**src/rtl/simd_pkg.sv**
```systemverilog
// rtl/simd_pkg.sv - shared SIMD vector constants and the lane unpacker state type
//
// Purpose: defaults for the vector word and lane widths, which the vector FIFO
//          also uses, plus the unpacker FSM state encoding.
// Ports:   none (package)
package simd_pkg;

  localparam int SIMD_WIDTH  = 248;
  localparam int SIMD_LANE_W = 8;

  typedef enum logic {
    IDLE  = 1'b0,
    SHIFT = 1'b1
  } vec_unpacker_state_t;

endpackage

```
**src/rtl/vec_unpacker.sv**
```systemverilog
// rtl/vec_unpacker.sv - splits vector FIFO words into a stream of lanes
//
// Purpose: pops one WIDTH-bit word from a show-ahead FIFO and presents it as
//          LANES = WIDTH/LANE_W lanes, lane 0 first (LSBs), one per handshake.
//          The next word is popped on the last lane's handshake, so consecutive
//          words stream with no bubble.
// Ports:
//   clk, rst            - clock, synchronous active-high reset
//   o_fifo_read         - pop strobe to the vector FIFO
//   i_fifo_data         - FIFO head word, valid while i_fifo_empty=0
//   i_fifo_empty        - FIFO empty flag
//   o_valid, i_ready    - lane handshake
//   o_lane_data         - current lane
//   o_lane_idx          - index of the current lane
//   o_last              - current lane is lane LANES-1
//   o_busy              - a word is held (state is SHIFT)
//   o_word_count        - words popped, saturating (VEC_UNPACKER_STATS_EN only)
// Options: define VEC_UNPACKER_STATS_EN to add the o_word_count statistics port.
module vec_unpacker
  import simd_pkg::*;
#(
  parameter int WIDTH  = SIMD_WIDTH,
  parameter int LANE_W = SIMD_LANE_W,
  parameter int LANES  = WIDTH / LANE_W,
  parameter int IDX_W  = (LANES > 1) ? $clog2(LANES) : 1
) (
  input  logic              clk,
  input  logic              rst,
  output logic              o_fifo_read,
  input  logic [WIDTH-1:0]  i_fifo_data,
  input  logic              i_fifo_empty,
  output logic              o_valid,
  input  logic              i_ready,
  output logic [LANE_W-1:0] o_lane_data,
  output logic [IDX_W-1:0]  o_lane_idx,
  output logic              o_last,
`ifdef VEC_UNPACKER_STATS_EN
  output logic [15:0]       o_word_count,
`endif
  output logic              o_busy
);

  localparam logic [IDX_W-1:0] LAST_IDX = IDX_W'(LANES - 1);

  vec_unpacker_state_t state_q, state_d;
  logic [IDX_W-1:0]    idx_q, idx_d;
  logic [WIDTH-1:0]    word_q, word_d;
  logic                pop;

  always_ff @(posedge clk) begin
    if (rst) begin
      state_q <= IDLE;
      idx_q   <= '0;
      word_q  <= '0;
    end else begin
      state_q <= state_d;
      idx_q   <= idx_d;
      word_q  <= word_d;
    end
  end

  always_comb begin
    state_d = state_q;
    idx_d   = idx_q;
    word_d  = word_q;
    pop     = 1'b0;
    case (state_q)
      IDLE: begin
        if (!i_fifo_empty) begin
          pop     = 1'b1;
          word_d  = i_fifo_data;
          idx_d   = '0;
          state_d = SHIFT;
        end
      end
      SHIFT: begin
        if (i_ready) begin
          if (idx_q == LAST_IDX) begin
            // Index only ever wraps here, so codes above LAST_IDX stay unused.
            idx_d = '0;
            if (!i_fifo_empty) begin
              pop    = 1'b1;
              word_d = i_fifo_data;
            end else begin
              state_d = IDLE;
            end
          end else begin
            idx_d = idx_q + 1'b1;
          end
        end
      end
      default: state_d = IDLE;
    endcase
  end

  // Reset wins over any pop the FSM would otherwise request this cycle.
  assign o_fifo_read = pop & ~rst;

  assign o_valid     = (state_q == SHIFT);
  assign o_busy      = (state_q == SHIFT);
  assign o_lane_data = word_q[idx_q*LANE_W +: LANE_W];
  assign o_lane_idx  = idx_q;
  assign o_last      = (state_q == SHIFT) && (idx_q == LAST_IDX);

`ifdef VEC_UNPACKER_STATS_EN
  logic [15:0] word_count_q;

  always_ff @(posedge clk) begin
    if (rst) begin
      word_count_q <= '0;
    end else if (o_fifo_read && (word_count_q != 16'hFFFF)) begin
      word_count_q <= word_count_q + 16'd1;
    end
  end

  assign o_word_count = word_count_q;
`endif

endmodule
```
**config.mk**
```make
export PLATFORM = sky130hd
export DESIGN_NAME = vec_unpacker
export DESIGN_NICKNAME = d
export VERILOG_FILES = /design/src/rtl/simd_pkg.sv /design/src/rtl/vec_unpacker.sv
export SDC_FILE = /design/constraint.sdc
export NUM_CORES = 1
export LEC_CHECK = 0
export BUFFER_PORTS_ARGS = -buffer_cell sky130_fd_sc_hd__buf_2
export CAP_MARGIN = 0
export CORE_MARGIN = 4
export CORE_UTILIZATION = 55
export CTS_CLUSTER_DIAMETER = 40
export DETAILED_ROUTE_END_ITERATION = 7
export PLACE_DENSITY = 0.81
export SYNTH_ARGS = -nofsm -noshare
export SYNTH_HDL_FRONTEND = slang
export SYNTH_SLANG_ARGS = --single-unit
```
**constraint.sdc**
```tcl
create_clock -name clk -period 3.02 [get_ports clk]
set_input_delay 0.151 -clock clk [delete_from_list [all_inputs] [get_ports clk]]
set_output_delay 0.151 -clock clk [all_outputs]
set_load 0.03 [all_outputs]
```
Word level (Yosys, flattened, before mapping)
Index checks and enable logic that the tools add are counted.
- word-level logic and storage cells: 30
- output and inout port bits: 17
- input port bits: 252
- bits in registers: 254
- bitwise gates (word level): 3
- shifts and indexed selects: 1
- mux-type cells: 15
- equal/unequal tests: 4
- add/subtract/negate cells: 1
- reductions and logical operators: 3
- operators with widths (operator ; count):
    248-bit 2-to-1 mux ; 3
    248-bit case mux with 2 select lines ; 1
    248-bit by 9-bit indexed part select with 8-bit output ; 1
    5-bit 2-to-1 mux ; 3
    5-bit case mux with 2 select lines ; 1
    5-bit by 1-bit adder with 5-bit output (second input constant) ; 1
    5-bit equality test (second input constant) ; 1
    1-bit 2-to-1 mux ; 5
    2-bit inequality test (second input constant) ; 2
    1-bit case mux with 2 select lines ; 2
    2-bit AND reduction ; 2
    2-bit by 1-bit inequality test with 1-bit output (second input constant) ; 1
    1-bit NOT ; 2
    1-bit bitwise AND ; 1
    1-bit logical AND ; 1

Longest topological paths before layout
Gate-level depths: netlist of the first run.
- depth after elaboration: 5
- depth in mapped cells: 14
- depth with buffers taken out: 6

Worst setup path after synthesis of the first run
No wires, ideal clock.
- path kind: register to register
- from: register idx_q[0], in the netlist o_lane_idx[0]
- to: register word_q[220]
- path buffers: 8
- arrival: 2.615 ns
- stages on the path, launching flop included: 15
- slack: 0.273 ns
- required time: 2.888 ns
- cells stage by stage: dfxtp_1 > buf_4 > buf_6 > clkbuf_4 > clkbuf_4 > inv_1 > ha_1 > and4_1 > buf_6 > a21bo_1 > buf_4 > buf_4 > buf_4 > nand3_1 > a21oi_1
- word-level cells in the longest chain between the ends: 3
- RTL lines (element ; RTL line ; source):
    start, declared ; vec_unpacker.sv:46 ; logic [IDX_W-1:0] idx_q, idx_d;
    start signal, assigned ; vec_unpacker.sv:57 ; idx_q <= idx_d;
    5-bit equality test ; vec_unpacker.sv:78 ; if (idx_q == LAST_IDX) begin
    2-bit by 1-bit inequality test with 1-bit output (no line) ; -- ;
    2-bit AND reduction (no line) ; -- ;
    end signal, assigned ; vec_unpacker.sv:58 ; word_q <= word_d;
    end, declared ; vec_unpacker.sv:47 ; logic [WIDTH-1:0] word_q, word_d;
Every way passes these cells.
A chain may end at the register's enable or synchronous reset.

Final worst setup path of the first run
- from: register idx_q[1], in the netlist o_lane_idx[1]
- to: output port o_lane_data[5]
- word-level cells in the longest chain between the ends: 1
- RTL lines (element ; RTL line ; source):
    248-bit by 9-bit indexed part select with 8-bit output ; vec_unpacker.sv:101 ; assign o_lane_data = word_q[idx_q*LANE_W +: LANE_W];
    end, declared ; vec_unpacker.sv:34 ; output logic [LANE_W-1:0] o_lane_data,
Every way passes these cells.

==> metrics.cfg, run 1 <==
[timing]
hold-worst-slack_ns=0.0930
finalSetupViolCount=0
tightest_slew_ns=0.977
rsz0062_at_grt=no
tns_ns=0
hold_viol=0
maxSlewViolCount=0
finalCritPeriodShare_pct=96.5
timing.fmax_mhz=343
slew_headroom_pct=34.9
min_period_ns=2.91
final.setup_skew_ns=0.0154

[clock_network]
clk_latency_ns=0.55
cts.sinks=254
clkTransAtPathRegs_ns=0.06
ctsHtreeMaxLevel=1
cts_root_buffer=clkbuf_16
clockBufferDepth=3
cts_buffers=31
cts_tree=done

[setup_path]
worstPathArrival_ns=2.76
setup.worst_path.class=reg2out
end_kind=output pin
critPathLaunchType=flip-flop
reg2reg_depth=7
required_ns=2.87
cp_max_fo=25
worstReg2RegStart=o_lane_idx[1]
r2r-end=word_q[109]
ff2ff_setup_slack_ns=0.53

[synth]
ys_seq_area_share_pct=42.6
netlist_area_um2=11900
async_flop_share_pct=0
synthesis.nets=1669
synth-warning-count=0
netlist.area_leader.share_pct=42.6
avgSynthCellArea_um2=8.44
synth_area_leaders=dfxtp_1 43%, a21oi_1 11%, nand3_1 10%
synth_flop_cell=dfxtp_1
syn_inst=1415
synth_edf_count=0
synth_area_leader_cell=dfxtp_1
synth_common_cells=254 x a21oi_1, 254 x dfxtp_1, 250 x nand3_1
yosysUniqueCellTypes=39
synth-seq-cells=254

[worst_hold_path]
worstHoldPathCells=2
hp-class=in2reg
hold-path-endpoint=word_q[4]
hold_start=rst

[die]
fp.dieW_um=155
dieArea_um2=24100
initial_core_util_pct=56.3
chipHeight_um=155
rows=53
ios=269
core_um2=21200

[grt]
gr-total-overflow=0
grt_pass1_vias=13125
grt_max_degree=252
grt_pass1_wl_um=72700
antenna_found_initial=4
grt.total_usage_pct=37.4

[power]
powerDensity_nw_per_um2=530
p_seq_share_pct=41.1
p_clk_share_pct=44.0
power.switching_w=0.00242
switching_share_pct=27.0
p_int_w=0.00653
p_leak_nw=6.33
combPwrFrac_pct=15.0
ir_worst_vdd_uv=353
finalPower_w=0.00895

[cells_and_area]
finalNetCount=2087
stdcell_count=2136
fin_util_pct=79.7
area.growth.synth_to_final_pct=41.5
drive_gt1_share_pct=21.1

[placement]
portBuffers=268
dp_hpwl_um=26200
placed_cells=1826
gp_congestion=0.888

[routing]
first_pass_iters=8
wirelength_um=48100
drc_errors=17
wl_per_cell_um=22.5
drtIter0Drc=1904
viasPerCell=6.38
vias=13617
ant_nets=0

[status]
status=complete, but fails checks
violations=DRC

[run]
maxCapViolCount=0

## per-layer routing
layer  wire length [um]  track usage (%)
met1              18200             48.2
met2              22100             59.2
met3               4890             7.73
met4               3010             20.1
met5                  0                0
## layout make-up
type / count / area [um^2]
multi-input combinational: 989 / 6040
sequential: 254 / 5100
fill: 1337 / 4320
timing repair buffer: 555 / 4300
clock buffer: 37 / 848
tap: 275 / 344
clock inverter: 19 / 251
inverter: 2 / 15.0
antenna: 5 / 12.5
## worst max path at each step
| stage | start | end |
|---|---|---|
| finish | o_lane_idx[1] | o_lane_data[5] |
| global route | o_lane_idx[1] | o_lane_data[5] |
| CTS | o_lane_idx[1] | o_lane_data[7] |
| detailed placement | o_lane_idx[1] | o_lane_data[5] |
| global placement | o_lane_idx[1] | o_lane_data[5] |
| floorplan | o_lane_idx[0] | word_q[220] |
## layout by cell type, fill, tap and decap left out, types with 3 or more instances in the layout
| cell | n |
|---|---|
| nor2_1 | 3 |
| a221o_1 | 8 |
| mux4_2 | 8 |
| inv_6 | 7 |
| a2111oi_2 | 7 |
| dlygate4sd3_1 | 248 |
| o21ai_0 | 191 |
| clkinvlp_4 | 3 |
| o21ai_1 | 60 |
| a21oi_1 | 254 |
| nor4bb_1 | 4 |
| nand3_1 | 250 |
| dfxtp_2 | 3 |
| bufinv_16 | 4 |
| buf_6 | 3 |
| a22oi_1 | 32 |
| diode_2 | 5 |
| buf_2 | 266 |
| nor3_1 | 4 |
| a22o_1 | 8 |
| clkbuf_8 | 5 |
| dfxtp_1 | 249 |
| buf_4 | 26 |
| o2bb2ai_1 | 8 |
| nand2_1 | 17 |
| buf_12 | 10 |
| nor4b_2 | 4 |
| clkbuf_16 | 32 |
| clkinv_4 | 3 |
| mux2i_1 | 112 |
## metrics by stage
step / setup slack (ns) / area, um^2
floorplan: 0.273 / 11900
global placement: 0.707 / 13300
detailed placement: 0.644 / 13300
CTS: 0.0658 / 16800
global route: 0.0314 / 16900
finish: 0.105 / 16900
## worst max-delay path, cell delays in order (launching register included)
cell       delay [ns]
dfxtp_4          0.47
nor2b_1          0.19
buf_4            0.17
and3b_1          0.25
a221o_1          0.36
a2111oi_2        0.47
buf_2            0.29
## flip-flops by register name, summed over array words and instances (netlist names)
| name | flops |
|---|---|
| word_q | 248 |
| o_lane_idx | 5 |
| o_busy | 1 |
## repair_timing
action / 4_1_cts / 5_1_grt
setup endpoints to repair: 0 / 4
hold buffers: 248 / 0
resized for setup: 0 / 6
setup buffers: 0 / 0
endpoints found under the hold margin: 248 / 0
## kinds of logic (layout without fill, tap and decap cells)
group           after synthesis  in the layout  synth area share [%]
fa+ha+maj                     2              2                 0.209
mux                         120            120                  10.9
simple gates                295            295                  13.0
flops                       254            254                  42.6
buf+inv                     172            613                  7.03
other cells                   0              5                     0
compound gates              572            572                  26.3
## power groups by stage
stage	Sequential [W]	Combinational [W]	Clock (W)
2_1_floorplan	0.00368	0.000651	0
3_3_place_gp	0.00373	0.000976	0
3_5_place_dp	0.00373	0.000998	0
4_1_cts	0.00366	0.00125	0.00391
5_1_grt	0.00368	0.00143	0.00405
6_report	0.00368	0.00134	0.00394
No activity file was read; power rests on OpenSTA's default activity.
==> run 2: changes to the inputs <==
--- a/config.mk
+++ b/config.mk
@@ -12,6 +12,7 @@
 export CTS_CLUSTER_DIAMETER = 40
 export DETAILED_ROUTE_END_ITERATION = 7
 export PLACE_DENSITY = 0.81
+export RECOVER_POWER = 25
 export SYNTH_ARGS = -nofsm -noshare
 export SYNTH_HDL_FRONTEND = slang
 export SYNTH_SLANG_ARGS = --single-unit
==> run 2 against run 1 <==
Utilization shrank 0.25 points. Non-clock buffer count is the same. Worst setup slack lost 0.019 ns. Largest power group unchanged. Die area is the same. The flow now finishes without violations. Global-route usage is the same. Maximum frequency shrank 0.65%. Combinational power is essentially flat. Cell count is the same. Cell area shrank 0.31%. Via count is essentially flat.
==> metrics.cfg, run 2 (synthesized netlist as in run 1, its figures left out) <==
[status]
status=finished, final reports clean

[cells_and_area]
mostFrequentLayoutCells=264 x buf_2, 254 x a21oi_1, 250 x nand3_1
finalNetCount=2087
regMostFlops=word_q
drive_gt1_share_pct=20.5
final_common_cell=buf_2
nFillCells=1354
largest_register_ffs=248
fin_util_pct=79.4
area.growth.synth_to_final_pct=41.1

[timing]
tightest_slew_ns=0.958
tns_ns=0
final.setup_skew_ns=0.0163
hold_viol=0
maxSlewViolCount=0
min_period_ns=2.93
slew_headroom_pct=36.1
rsz0062_at_grt=no
timing.fmax_mhz=341
finalSetupViolCount=0
finalCritPeriodShare_pct=97.1

[grt]
grt_pass1_wl_um=72700
gr-total-overflow=0
grt.total_usage_pct=37.4
grt_pass1_vias=13125
grt_max_degree=252
antenna_found_initial=4

[placement]
portBuffers=268
dp_hpwl_um=26200
gp_congestion=0.888

[die]
dieArea_um2=24100
ios=269
chipHeight_um=155
fp.dieW_um=155
initial_core_util_pct=56.3
core_um2=21200
rows=53

[setup_path]
max_stage_delay_ns=0.49
reg2reg_depth=7
end_kind=output pin
crit_start=o_lane_idx[1]
critical_path.top_delay_family=compound AO/OA/AOI/OAI gates
required_ns=2.87
r2r-end=word_q[195]
setup.worst_path.class=reg2out
crit_slowest_cell=a2111oi_2
worstPathArrival_ns=2.78
critPathLaunchType=flip-flop
ff2ff_setup_slack_ns=0.15
worstReg2RegStart=o_lane_idx[1]
crit_chain=nor2b_1 -> buf_4 -> and3b_1 -> a221o_1 -> a2111oi_2 -> buf_2
cp_max_fo=25
critPathBufInv=2

[routing]
first_pass_iters=7
drtIter0Drc=1874
vias=13618
ant_nets=0
wirelength_um=47900
drc_errors=0
wl_per_cell_um=22.4
viasPerCell=6.38

[clock_network]
cts.sinks=254
clockBufferDepth=3
cts_tree=done
clk_latency_ns=0.55
cts_buffers=31
post_cts_buffers=0
clkTransAtPathRegs_ns=0.06
cts_root_buffer=clkbuf_16
ctsHtreeMaxLevel=1

[worst_hold_path]
hold_start=rst
hp-class=in2reg
hold-path-endpoint=word_q[4]
worstHoldPathCells=2

[run]
maxCapViolCount=0

[power]
powerDensity_nw_per_um2=530
p_leak_nw=6.29
ir_worst_vdd_uv=354

==> run 2: cell types whose count changed in the layout (fill, tap and decap cells not counted) <==
cell	previous run	this run
a21bo_1	0	1
a21bo_4	1	0
buf_12	10	9
buf_2	266	264
buf_4	26	16
buf_6	3	4
clkbuf_1	1	11
clkbuf_2	0	2
o21ai_0	191	192
o21ai_1	60	59
==> run 2: repair_timing <==
action | in CTS | in global routing
hold buffers | 248 | 0
gates resized for setup | 0 | 6
endpoints found under the setup margin | 0 | 4
hold endpoints to repair | 248 | 0
==> run 2: where the power goes <==
group	total, W	switching, W	internal (W)
logic	0.00133	0.000725	0.000602
clock network	0.00393	0.00156	0.00238
registers	0.00367	0.000135	0.00354
total	0.00894	0.00242	0.00652
==> run 2: cell type report <==
cell class                      count  area (um^2)  share of cell area, %
Multi-Input combinational cell    989         6030                   35.8
Timing Repair Buffer              555         4250                   25.2
Clock inverter                     19          251                   1.49
Antenna cell                        5         12.5                 0.0743
Sequential cell                   254         5100                   30.2
Clock buffer                       37          848                   5.03
Tap cell                          275          344                   2.04
Inverter                            2         15.0                 0.0891
==> run 2: how the worst max path moves through the flow <==
stage,end,slack [ns],cells after the start
after CTS,o_lane_data[7],0.07,6
final,o_lane_data[7],0.09,6
after global routing,word_q[134],0.03,7
after detailed placement,o_lane_data[5],0.64,6
after floorplan,word_q[220],0.27,14
after global placement,o_lane_data[5],0.71,6
==> run 2: stage by stage <==
stage	total power, W	instances	setup WS [ns]	instance area, um^2	hold WS [ns]
floorplan	0.00433	1415	0.273	11900	0.299
global placement	0.00471	1826	0.707	13300	0.407
detailed placement	0.00473	1826	0.644	13300	0.410
CTS	0.00881	2130	0.0658	16800	0.0818
global route	0.00915	2135	0.0268	16800	0.122
finish	0.00894	2136	0.0864	16800	0.0869
==> run 2: layer usage <==
layer / GRT usage (%) / part of all wire [%] / up-vias / routed length [um]
met3: 7.73 / 11 / 217 / 5060
li1: - / - / 6065 / -
met4: 20.1 / 6.2 / 0 / 2970
met5: 0 / 0 / - / 0
met1: 48.2 / 37 / 6358 / 17900
met2: 59.2 / 46 / 978 / 22000
